==> config.mk <==
export PLATFORM = sky130hd
export DESIGN_NAME = usbf_dma_sched
export DESIGN_NICKNAME = d
export VERILOG_FILES = /design/src/rtl/usbf_dma_sched.sv
export SDC_FILE = /design/constraint.sdc
export NUM_CORES = 1
export LEC_CHECK = 0
export CAP_MARGIN = 20
export CORE_MARGIN = 2
export CORE_UTILIZATION = 37
export CTS_CLUSTER_DIAMETER = 30
export CTS_CLUSTER_SIZE = 25
export DETAILED_ROUTE_END_ITERATION = 6
export HOLD_SLACK_MARGIN = 0.05
export PLACE_DENSITY_LB_ADDON = 0.3
export SYNTH_ARGS = -nofsm -noshare
export SYNTH_HDL_FRONTEND = slang
export SYNTH_SLANG_ARGS = --single-unit
export TNS_END_PERCENT = 100
==> constraint.sdc <==
create_clock -name clk_i -period 6.85 [get_ports clk_i]
set_clock_uncertainty 0.05 [all_clocks]
set_input_delay 1.37 -clock clk_i [delete_from_list [all_inputs] [get_ports clk_i]]
set_output_delay 1.37 -clock clk_i [all_outputs]
set_load 0.02 [all_outputs]
==> src/rtl/usbf_dma_sched.sv <==
// Round-robin DMA scheduler for the 16 USB endpoint request lines: one word per grant,
// per-endpoint burst limit, completion watchdog, one-cycle acknowledge back to the endpoint.
module usbf_dma_sched #(
  parameter int MAX_BURST = 4,
  parameter int TIMEOUT   = 255
) (
  input  logic        clk_i,
  input  logic        rst_i,
  input  logic        enable_i,
  input  logic [15:0] dma_req_i,
  output logic [15:0] dma_ack_o,
  output logic        xfer_req_o,
  output logic [3:0]  xfer_ep_o,
  input  logic        xfer_done_i,
  output logic        busy_o,
  output logic        err_o,
  output logic [3:0]  err_ep_o
);

  localparam logic [3:0] LP_MAX_BURST = 4'(MAX_BURST);
  localparam logic [7:0] LP_TIMEOUT   = 8'(TIMEOUT);

  typedef enum logic [1:0] {S_IDLE, S_XFER, S_ACK, S_GAP} state_t;

  state_t      r_state, w_state_nxt;
  logic [15:0] r_req;
  logic [3:0]  r_ptr, r_cur, r_burst;
  logic [7:0]  r_wd;
  logic [15:0] r_ack;
  logic        r_xfer_req, r_busy, r_err;
  logic [3:0]  r_xfer_ep, r_err_ep;

  logic [3:0]  w_rot_ep, w_winner;
  logic        w_rot_hit, w_cont, w_grant, w_wd_expired;

  // Rotation search from ptr+1; i = 16 wraps back to ptr itself.
  always_comb begin
    w_rot_ep  = r_ptr;
    w_rot_hit = 1'b0;
    for (int i = 1; i <= 16; i++) begin
      if (!w_rot_hit && r_req[r_ptr + 4'(i)]) begin
        w_rot_hit = 1'b1;
        w_rot_ep  = r_ptr + 4'(i);
      end
    end
  end

  assign w_cont       = r_req[r_cur] && (r_burst < LP_MAX_BURST);
  assign w_winner     = w_cont ? r_cur : w_rot_ep;
  assign w_grant      = enable_i && (|r_req);
  assign w_wd_expired = (r_wd == LP_TIMEOUT);

  always_comb begin
    w_state_nxt = r_state;
    case (r_state)
      S_IDLE:  if (w_grant) w_state_nxt = S_XFER;
      S_XFER: begin
        if (xfer_done_i)       w_state_nxt = S_ACK;
        else if (w_wd_expired) w_state_nxt = S_GAP;
      end
      S_ACK:   w_state_nxt = S_GAP;
      S_GAP:   w_state_nxt = S_IDLE;
      default: w_state_nxt = S_IDLE;
    endcase
  end

  always_ff @(posedge clk_i or posedge rst_i) begin
    if (rst_i) r_state <= S_IDLE;
    else       r_state <= w_state_nxt;
  end

  // Outputs are registered from the next state so they line up with the state they describe.
  always_ff @(posedge clk_i or posedge rst_i) begin
    if (rst_i) begin
      r_req      <= '0;
      r_ptr      <= 4'd15;
      r_cur      <= '0;
      r_burst    <= '0;
      r_wd       <= '0;
      r_ack      <= '0;
      r_xfer_req <= 1'b0;
      r_xfer_ep  <= '0;
      r_busy     <= 1'b0;
      r_err      <= 1'b0;
      r_err_ep   <= '0;
    end else begin
      r_req      <= dma_req_i;
      r_ack      <= '0;
      r_err      <= 1'b0;
      r_xfer_req <= (w_state_nxt == S_XFER);
      r_busy     <= (w_state_nxt != S_IDLE);
      case (r_state)
        S_IDLE: begin
          if (w_grant) begin
            r_ptr     <= w_winner;
            r_xfer_ep <= w_winner;
            r_wd      <= 8'd1;
            if (w_winner != r_cur) begin
              r_cur   <= w_winner;
              r_burst <= '0;
            end
          end
        end
        S_XFER: begin
          r_wd <= r_wd + 8'd1;
          if (xfer_done_i) begin
            r_ack <= 16'(1) << r_cur;
            if (r_burst != 4'hF) r_burst <= r_burst + 4'd1;
          end else if (w_wd_expired) begin
            r_err    <= 1'b1;
            r_err_ep <= r_xfer_ep;
            r_burst  <= LP_MAX_BURST;
          end
        end
        default: ;
      endcase
    end
  end

  assign dma_ack_o  = r_ack;
  assign xfer_req_o = r_xfer_req;
  assign xfer_ep_o  = r_xfer_ep;
  assign busy_o     = r_busy;
  assign err_o      = r_err;
  assign err_ep_o   = r_err_ep;

endmodule

Yosys cells after proc, flatten, opt, wreduce, memory -nomap -nowiden --
Cells that the tools add are included.
Word-level totals: flip-flop bits (word level) 65, input bits 20, output and inout bits 27, word-level logic and storage cells 184
Operators by class: $add $sub $neg 17, order comparisons 18, equality and inequality tests 11, shift-type cells 1, muxes and demuxes 83, bitwise logic cells 1, reductions and logical operators 41
Operator list (count):
- 2-to-1 mux 4 bit | 22
- < comparator 4 x 5 -> 1 bit, second input constant | 17
- binary-select mux 1 bit (select 4 bit) | 17
- 2-to-1 mux 1 bit | 35
- adder 4 bit, second input constant | 8
- 2-to-1 mux 16 bit | 2
- logical AND 1 bit | 17
- adder 4 x 3 -> 4 bit, second input constant | 4
- case mux 8 bit (2 select lines) | 1
- OR reduction 16 bit | 1
- << shifter 1 x 4 -> 16 bit, first input constant | 1
- logical NOT 1 bit | 15
- adder 4 x 1 -> 4 bit, second input constant | 2
- adder 4 x 2 -> 4 bit, second input constant | 2
- adder 8 x 1 -> 8 bit, second input constant | 1
- equality test 8 bit, second input constant | 1
- 2-to-1 mux 8 bit | 1
- case mux 2 bit (4 select lines) | 1
- case mux 4 bit (2 select lines) | 1
- 2-to-1 mux 2 bit | 3
- inequality test 3 bit, second input constant | 2
- AND reduction 3 bit | 2
- AND reduction 5 bit | 1
- equality test 2 x 1 -> 1 bit, second input constant | 2
- other kinds (9) | 13

Depth between registers and ports, before layout --
Gate-level depths: netlist (run 1).
depth after elaboration 54, depth in mapped cells 20, gate-level depth less buffers 14

Least setup slack after synthesis (run 1) --
Ideal clock, no wire load.
path kind reg-to-reg, start register r_ptr[0], end register r_burst[2], setup time 126 ps, arrival 4683 ps, required time 6674 ps, path slack 1991 ps, cell stages (with the launch flop) 20, path buffers 5, period minus slack after synthesis 4859 ps, cell sequence dfstp_2 -> buf_4 -> inv_2 -> buf_1 -> ha_1 -> buf_6 -> buf_12 -> buf_12 -> mux2i_1 -> mux4_2 -> mux2_4 -> nand4_2 -> nand4b_4 -> o22ai_1 -> or4b_4 -> a2111oi_4 -> a2111oi_4 -> a31oi_1 -> o21ai_2 -> a221o_1
On the way: longest elaborated chain between the ends 53, elaborated cells between the ends (all ways) 112, classes of those cells 15 x add/sub; 2 x eq/ne; 64 x mux; 31 x reduce/logical
Ends and longest elaborated chain:
- start: declaration | RTL line 27 | logic [3:0] r_ptr, r_cur, r_burst;
- start signal: assignment | RTL line 95 | r_ptr <= w_winner;
- adder 4 x 1 -> 4 bit | RTL line 41, 43
- binary-select mux 1 bit (select 4 bit) | RTL line 41 | if (!w_rot_hit && r_req[r_ptr + 4'(i)]) begin
- 2-to-1 mux 1 bit (implied by the code) | RTL line 41
- 2-to-1 mux 1 bit | RTL line 41
- logical NOT 1 bit | RTL line 41
- logical AND 1 bit | RTL line 41
- 2-to-1 mux 1 bit | RTL line 41
- logical NOT 1 bit | RTL line 41
- (+37 left out)
- 2-to-1 mux 1 bit | RTL line 41
- logical NOT 1 bit | RTL line 41
- logical AND 1 bit | RTL line 41
- 2-to-1 mux 4 bit (*) | RTL line 41
- 2-to-1 mux 4 bit (*) | RTL line 49 | assign w_winner = w_cont ? r_cur : w_rot_ep;
- inequality test 4 bit (*) | RTL line 98 | if (w_winner != r_cur) begin
- inequality test 2 bit (no line) (*)
- AND reduction 5 bit (no line) (*)
- end signal: assignment | RTL line 108 | if (r_burst != 4'hF) r_burst <= r_burst + 4'd1;
- end: declaration | RTL line 27
Mark *: on every way between the ends. The rest lies on a longest branch, timed or not. The select of a mux whose other input is x is not followed. A chain may end at the register's enable or synchronous reset.

Final worst setup path (run 1) --
start register r_ptr[2], end register r_cur[3]
On the way: longest elaborated chain between the ends 52, elaborated cells between the ends (all ways) 111, classes of those cells 15 x add/sub; 1 x eq/ne; 64 x mux; 31 x reduce/logical
Ends and longest elaborated chain:
- adder 4 x 1 -> 4 bit | RTL line 41, 43
- binary-select mux 1 bit (select 4 bit) | RTL line 41
- 2-to-1 mux 1 bit (implied by the code) | RTL line 41
- 2-to-1 mux 1 bit | RTL line 41
- logical NOT 1 bit | RTL line 41
- logical AND 1 bit | RTL line 41
- 2-to-1 mux 1 bit | RTL line 41
- logical NOT 1 bit | RTL line 41
- (+36 left out)
- logical AND 1 bit | RTL line 41
- 2-to-1 mux 1 bit | RTL line 41
- logical NOT 1 bit | RTL line 41
- logical AND 1 bit | RTL line 41
- 2-to-1 mux 4 bit (*) | RTL line 41
- 2-to-1 mux 4 bit (*) | RTL line 49
- inequality test 4 bit | RTL line 98
- AND reduction 3 bit (no line)
- end signal: assignment | RTL line 99 | r_cur <= w_winner;
- end: declaration | RTL line 27
Marked as above.

==> results of run 1 <==
[metrics by stage]
step | utilization, % | setup WS (ns) | hold WS, ns | instance area, um^2
finish | 43.3 | 1.60 | 0.455 | 6550
detailed placement | 41.3 | 1.43 | 0.446 | 6250
floorplan | - | 1.99 | 0.442 | 5700
global route | 43.3 | 1.23 | 0.479 | 6550
CTS | 43.1 | 1.45 | 0.467 | 6530
global placement | 41.3 | 1.67 | 0.444 | 6250
[worst min-delay path by stage]
stage	slack, ns	end	startpoint	depth (start not counted)
2_1_floorplan	0.44	r_burst[1]	r_burst[1]	1
3_3_place_gp	0.44	err_ep_o[1]	err_ep_o[1]	1
3_5_place_dp	0.45	err_ep_o[3]	err_ep_o[3]	1
4_1_cts	0.47	err_ep_o[3]	err_ep_o[3]	1
5_1_grt	0.48	err_ep_o[1]	err_ep_o[1]	1
6_report	0.46	err_ep_o[3]	err_ep_o[3]	1
[kinds of logic after synthesis]
group	after synthesis	synth area share, %
buffers and inverters	50	4.92
adder cells (fa/ha/maj)	10	2.20
multiplexers	101	25.5
XOR/XNOR	18	3.56
AO/OA/AOI/OAI	139	18.3
AND/OR/NAND/NOR	188	16.9
flip-flops	65	28.6
[cells in the mapped netlist (all sizes together), types with 6 or more instances]
library cell and instances:
nand3 25, xnor2 10, and3 7, nand2b 8, mux2 27, nor2b 6, clkbuf 16, inv 15
o211a 6, buf 17, dfrtp 61, ha 10, mux2i 44, xor2 8, a31oi 10, mux4 30
o22ai 6, nor3 12, nor4 6, nand2 47, o21ai 25, nor2 51, a21oi 30
[routing by layer]
layer	vias up	routed length, um
met4	0	451
met2	222	8290
met3	32	1080
li1	2268	-
met5	-	0
met1	2502	7440
[cell type report]
cell class | instances | area [um^2] | share of cell area (%)
multi-input cells | 456 | 3790 | 57.8
repair buffers | 57 | 563 | 8.59
clock buffers | 11 | 243 | 3.70
flip-flops and latches | 65 | 1630 | 24.9
well taps | 188 | 235 | 3.59
clock inverters | 5 | 31.3 | 0.477
inverters | 17 | 63.8 | 0.974
[cells in the final DEF, fill, tap and decap left out, types with 10 or more instances in the layout]
master / Yosys / layout
sky130_fd_sc_hd__dfrtp_1: 61 / 61
sky130_fd_sc_hd__o21ai_0: 21 / 21
sky130_fd_sc_hd__mux4_2: 30 / 30
sky130_fd_sc_hd__mux2i_1: 42 / 42
sky130_fd_sc_hd__buf_4: 3 / 10
sky130_fd_sc_hd__clkdlybuf4s50_1: 0 / 46
sky130_fd_sc_hd__nand2_1: 47 / 47
sky130_fd_sc_hd__mux2_2: 17 / 17
sky130_fd_sc_hd__ha_1: 10 / 10
sky130_fd_sc_hd__inv_1: 14 / 13
sky130_fd_sc_hd__nor3_1: 10 / 10
sky130_fd_sc_hd__nand3_1: 24 / 24
sky130_fd_sc_hd__a21oi_1: 30 / 30
sky130_fd_sc_hd__nor2_1: 51 / 51
[worst max-delay path, delay by kind of cell, from the launching register on]
family,cells,cell delay (ns)
flops,1,0.51
buf+inv,3,1.03
simple gates,3,1.09
mux,2,0.69
compound gates,3,1.15
fa+ha+maj,1,0.57
[sequential cells by signal, summed over array words and instances, names as in the netlist]
signal      flops
dma_ack_o      16
busy_o          1
xfer_req_o      1
r_ptr           4
r_wd            8
r_state         2
r_burst         4
err_o           1
xfer_ep_o       4
err_ep_o        4
r_req          16
r_cur           4
==> results, run 1 <==
- The initial antenna violation count came to 0.
- The clock tree from TritonCTS is built.
- The smallest clock period supported by the final layout is computed as 5.25 ns.
- The pin count of the biggest net entering global routing is 66.
- Row generation in the floorplan step produced 45 rows.
- The layout has ~1500 filler cells.
- The first global-routing pass estimated between 20 and 30 mm of wire.
- In this run the standard cell core region covers 15100 um^2.
- The leftover overflow at the end of global routing is 0.
- The endpoint of the most critical setup path is r_cur[3].
- Of the synthesized area, sequential elements account for 28.6%.
- The endpoint required time on the critical path is 7.01 ns.
- In the global route stage, met1 resource usage came out at around 29%.
- A synthesized cell averages 9.98 um^2.
- The number of global-route vias before repair came to roughly 5000.
- The worst register-to-register path begins at r_ptr[2].
- The floorplan step set the die width to 128 um.
- The number of H-tree branching levels is 3.
- The fraction of met3 tracks used by global routing is 3.21%.
- The count of final setup violators is 0.
- The net count after synthesis is 601.
- The met2 usage is 34.7%.
- The count of port buffers added during placement is 46.
- The endpoint of the worst-slack reg-to-reg timing path is r_cur[3].
- The total of flip-flops plus latches after synthesis is 65.
- Routability-driven placement finished with a final weighted congestion of 0.961.
- Summing over every cut layer, the via total after detailed routing is 5024.
- The worst pin sits at a relative slew slack of about two fifths.
- The total wire length is 17.3 mm.
- The hold violation count in the final report is 0.
- The run finished with clean final reports.
- Of all cell types, the one taking the most synthesized area is sky130_fd_sc_hd__dfrtp_1.
- Traced cell by cell, the critical path runs through buf_4 -> inv_1 -> ha_1 -> clkinv_1 -> mux2i_1 -> nor4_1 -> nand2_1 -> a2111oi_1 -> nor3b_1 -> a2111oi_4 -> a31oi_4 -> mux2_1.
- In the final design database the tool counted 636 nets.
- After technology mapping, the gate count stands at ~570.
- Along the worst path, the maximum fanout reaches 29.
- The clock transition at the registers of the reported paths is 0.05 ns.
- For the worst-skew pair, the clock arrives at the later sink with an insertion delay of 0.33 ns.
- After synthesis, the cell types taking the most area are sky130_fd_sc_hd__dfrtp_1 (27%), sky130_fd_sc_hd__mux4_2 (12%), sky130_fd_sc_hd__mux2i_1 (7.4%).
- The number of placed instances, taps included, is around 780.
- Post-CTS timing repair inserted 0 buffers for setup.
- On the critical path, the stage with the largest delay is an instance of sky130_fd_sc_hd__nor4_1.
- The most used flip-flop cell after synthesis is sky130_fd_sc_hd__dfrtp_1.
- The count of placed standard cells in the final layout, fillers left out is around 800.
- The number of synthesized flops with an enable pin is 0.
- Compared with the post-synthesis result, the final layout area differs by 15.0%.
- The vertical extent of the die is 128 um.
- The arrival time of data at the critical path endpoint is around 5.4 ns.
- For this run, the top clock speed supported by timing is 190 MHz.
- The synthesis warning total is 0.
- In this design, the stage delay of the slowest critical-path cell is 0.69 ns.
- Detailed placement finished with a half-perimeter wire length of 12.9 mm.
- The number of max-slew violations in the final report came to 0.
- The worst setup path startpoint is r_ptr[2].
- 0 antenna diodes ended up in the layout.
- The worst setup path is captured at a flip-flop.
- The worst setup path is of the reg2reg kind.
- The hold-fix buffer count after cts is 0.
- The number of clock buffers inserted by TritonCTS is 9.
- The buffer cell driving the clock tree root is sky130_fd_sc_hd__clkbuf_16.
- The die outline area is 16400 um^2.
- The share of synthesized registers carrying an async set or reset is 100%.
- The remaining routing DRC violations is 0.
- The worst min-delay path class is reg2reg.
- In this run, the number of DRC markers left after iteration 0 of detailed routing was 395.
- Of the cells placed in the final design, the portion with a size suffix greater than 1 is 18.0%.
- After synthesis the cells add up to 5700 um^2.
- The summed negative setup slack over all endpoints is 0 ns.
- The number of unique standard cell types used by synthesis is 90.
- The slew of the pin with the lowest slew margin is 0.876 ns.
- STA classifies the critical path startpoint as a flip-flop.
- Setup repair after global routing left no endpoint under its margin.
- Once detail routing completed, the nets flagged for antenna violations numbered 0.
- Across the run, the number of max-cap violations was 0.
- The first detailed-routing pass took 5 iterations.
- The average wire per standard cell is 21.6 um.
- For this design the top-level I/O count stands at 47.
- Gates resized during post-CTS repair numbered 0.
- The setup check on the worst reg-to-reg path leaves a slack of 1.60 ns.
- For this configuration, the core starts out at a cell density of 37.6%.
- The share of synthesized area in the top cell type comes to 26.8%.
- The final clock period utilization by the worst path is approximately three quarters.
- In this run the deepest clock path goes through 2 buffers.
- The length in cells of the worst reg-to-reg path is 12.
- Dividing the detail-routed via count by the number of cells gives 6.29.
- The routing layer with the top usage in global route is met2.
- The total track usage is 21.5%.
- The number of clock sinks is 65.
Power of run 1 is not shown: default switching activity piles up to over one toggle a cycle in this logic, so the estimate is an artifact.
==> run 2, diff against run 1 <==
==> constraint.sdc (replaced) <==
create_clock -name clk_i -period 4.9 [get_ports clk_i]
set_clock_uncertainty 0.05 [all_clocks]
set_input_delay 0.98 -clock clk_i [delete_from_list [all_inputs] [get_ports clk_i]]
set_output_delay 0.98 -clock clk_i [all_outputs]
set_load 0.02 [all_outputs]
==> run 2 against run 1 <==
  * Setup slack got worse by 1.4 ns
  * Critical endpoint is now r_burst[2]
  * Highest routed layer unchanged
  * Hold slack improved by 0.014 ns
  * Non-clock buffer count increased by 40
  * Critical path depth increased by 3
  * Sequential share of layout area decreased by 1.4 points
==> results, run 2 (synthesis results as in run 1) <==
- Run status: finished clean (unchanged).
- The number of buffers on the longest clock path is 2 (unchanged).
- The clock transition at the registers of the reported paths is 0.05 ns (about the same).
- The slew of the pin with the lowest slew margin came to 0.852 ns (was 0.876 ns).
- The starting density of the core is 37.6% (unchanged).
- The worst min-delay path class is reg2reg (unchanged).
- The remaining routing DRC violations came to 0 (unchanged).
- The routability-driven placement congestion ratio is 0.942 (was 0.961).
- The die outline area was 16400 um^2 (unchanged).
- The length in cells of the worst reg-to-reg path was 15 (was 12).
- The number of DRC markers after the initial detailed-route iteration is 382 (was 395).
- The number of H-tree branching levels is 3 (unchanged).
- The iteration count of the initial detailed-routing pass was 4 (was 5).
- The startpoint of the lowest-slack hold path is err_ep_o[1] (was err_ep_o[3]).
- The reg-to-reg critical path startpoint is r_ptr[1] (was r_ptr[2]).
- The area of the core was 15100 um^2 (unchanged).
- The wire length of the first global-routing pass was 29.0 mm (was 27.5 mm).
- The vertical extent of the die is 128 um (unchanged).
- The count of final setup violators was 0 (unchanged).
- The count of standard-cell rows was 45 (unchanged).
- The minimum clock period came to 4.72 ns (was 5.25 ns).
- The hold-fix buffer count after cts is 0 (unchanged).
- The highest net fanout along the worst path was 32 (was 29).
- The endpoint required time on the critical path is 5.06 ns (was 7.01 ns).
- The cell depth of the worst hold path is 1 (unchanged).
- The vias per cell is 6.17 (was 6.29).
- The count of pins on the block boundary is 47 (unchanged).
- The hold violation count in the final report is 0 (unchanged).
- The clock tree from TritonCTS is built (unchanged).
- The leftover overflow at the end of global routing is 0 (unchanged).
- The critical path start-end classification is reg2reg (unchanged).
- The later-pin clock latency in the skew report is 0.33 ns (about the same).
- The total track usage is 22.9% (was 21.5%).
- The average wire per standard cell is 21.7 um (was 21.6 um).
- The type of element capturing the critical path is a flip-flop (unchanged).
- The total wire length was 18.2 mm (was 17.3 mm).
- The number of max-slew violations in the final report was 0 (unchanged).
- The endpoint of the worst-slack reg-to-reg timing path is r_burst[2] (was r_cur[3]).
- Unrepaired setup endpoints after global routing: no (unchanged).
- Most frequent cells in the layout: sky130_fd_sc_hd__dfrtp_1 (61), sky130_fd_sc_hd__nor2_1 (51), sky130_fd_sc_hd__buf_4 (48), sky130_fd_sc_hd__nand2_1 (47), sky130_fd_sc_hd__clkdlybuf4s50_1 (46) (was sky130_fd_sc_hd__dfrtp_1 (61), sky130_fd_sc_hd__nor2_1 (51), sky130_fd_sc_hd__nand2_1 (47), sky130_fd_sc_hd__clkdlybuf4s50_1 (46), sky130_fd_sc_hd__mux2i_1 (42)).
- The via count came to 5175 (was 5024).
- The number of clock buffers inserted by TritonCTS is 9 (unchanged).
- The post-DP HPWL is 13.7 mm (was 12.9 mm).
- The area growth from synthesis to layout is 22.0% (was 15.0%).
- The final clock period utilization by the worst path is 96.3% (was 76.6%).
- The number of global-route vias before repair is 5137 (was 4937).
- The buffer cell driving the clock tree root is sky130_fd_sc_hd__clkbuf_16 (unchanged).
- The arrival time of data at the critical path endpoint is 4.87 ns (was 5.41 ns).
- The pin count of the biggest net entering global routing came to 40 (was 66).
- The number of maximum-capacitance constraint violations is 0 (unchanged).
- The relative slew slack is 43.1% (was 41.5%).
- The initial antenna violation count was 0 (unchanged).
- The commonest non-fill, non-tap cell in the layout was sky130_fd_sc_hd__dfrtp_1 (unchanged).
- The antenna diode count is 0 (unchanged).
- The share of final-layout standard cells stronger than drive strength 1 came to 24.4% (was 18.0%).
- The count of nets after finishing is 676 (was 636).
- The capture endpoint of the worst hold path was err_ep_o[1] (was err_ep_o[3]).
- The setup slack of the worst register-to-register path is 0.18 ns (was 1.60 ns).
- The achievable clock frequency is 212 MHz (was 190 MHz).
- The number of clock sinks is 65 (unchanged).
- The count of port buffers added during placement came to 46 (unchanged).
- The die width came to 128 um (unchanged).
- The antenna violation net count after detailed routing came to 0 (unchanged).
- The summed negative setup slack over all endpoints is 0 ns (unchanged).
- The startpoint type of the worst setup path is a flip-flop (unchanged).
[run 2: cell types whose count changed in the layout (fill, tap and decap cells not counted), moves of 3 or more]
cell / previous run / this run
sky130_fd_sc_hd__mux2i_2: 1 / 4
sky130_fd_sc_hd__buf_4: 10 / 48
sky130_fd_sc_hd__buf_12: 0 / 3
sky130_fd_sc_hd__mux2i_1: 42 / 39
[run 2: metrics by stage]
step           instance area [um^2]  instances  setup slack [ns]  util, %  hold WS [ns]
2_1_floorplan                  5700        571            0.0414        -         0.442
3_3_place_gp                   6550        816             0.267     43.2         0.443
3_5_place_dp                   6550        816             0.115     43.2         0.444
4_1_cts                        6850        832             0.124     45.2         0.468
5_1_grt                        6950        839           0.00160     45.9         0.483
6_report                       6950        839             0.181     45.9         0.469
[run 2: final cells by class]
class / count / area, um^2
Clock inverter: 3 / 40.0
Fill cell: 1409 / 8200
Tap cell: 188 / 235
Multi-Input combinational cell: 456 / 3830
Clock buffer: 13 / 260
Inverter: 17 / 67.6
Sequential cell: 65 / 1640
Timing Repair Buffer: 97 / 881
[run 2: what timing repair did]
action,CTS,global route
gates resized for setup,0,13
endpoints found under the setup margin,0,6
hold endpoints to repair,0,0
buffers inserted,0,7
[run 2: per-layer routing]
metal | vias to the layer above | part of all wire (%) | GRT usage [%]
li1 | 2346 | - | -
met1 | 2578 | 44 | 30.8
met2 | 214 | 47 | 35.9
met3 | 37 | 6.8 | 4.72
met4 | 0 | 3.0 | 9.89
met5 | - | 0 | 0
[run 2: worst max-delay path by stage]
stage	start	endpoint	slack, ns	cells after the start
floorplan	r_ptr[0]	r_burst[2]	0.04	19
global placement	r_ptr[2]	r_burst[2]	0.27	14
detailed placement	r_ptr[1]	r_cur[1]	0.11	14
CTS	r_ptr[1]	r_cur[3]	0.12	14
global route	r_ptr[1]	r_burst[2]	0.002	15
finish	r_ptr[1]	r_burst[2]	0.18	15
[run 2: critical path: stages, from the launching register on]
cell                        delay, ns
sky130_fd_sc_hd__dfstp_2         0.56
sky130_fd_sc_hd__inv_1           0.06
sky130_fd_sc_hd__ha_1            0.32
sky130_fd_sc_hd__buf_12          0.23
sky130_fd_sc_hd__mux2i_1         0.39
sky130_fd_sc_hd__mux2i_1         0.23
sky130_fd_sc_hd__a32oi_2         0.32
sky130_fd_sc_hd__nand4_2         0.24
sky130_fd_sc_hd__nand2b_1        0.27
sky130_fd_sc_hd__o22a_1          0.26
sky130_fd_sc_hd__or4b_4          0.51
sky130_fd_sc_hd__a2111oi_4       0.37
sky130_fd_sc_hd__a2111oi_4       0.08
sky130_fd_sc_hd__a31oi_1         0.24
sky130_fd_sc_hd__o21ai_2         0.10
sky130_fd_sc_hd__a221o_1         0.38
Power of run 2 is left out for the same reason.
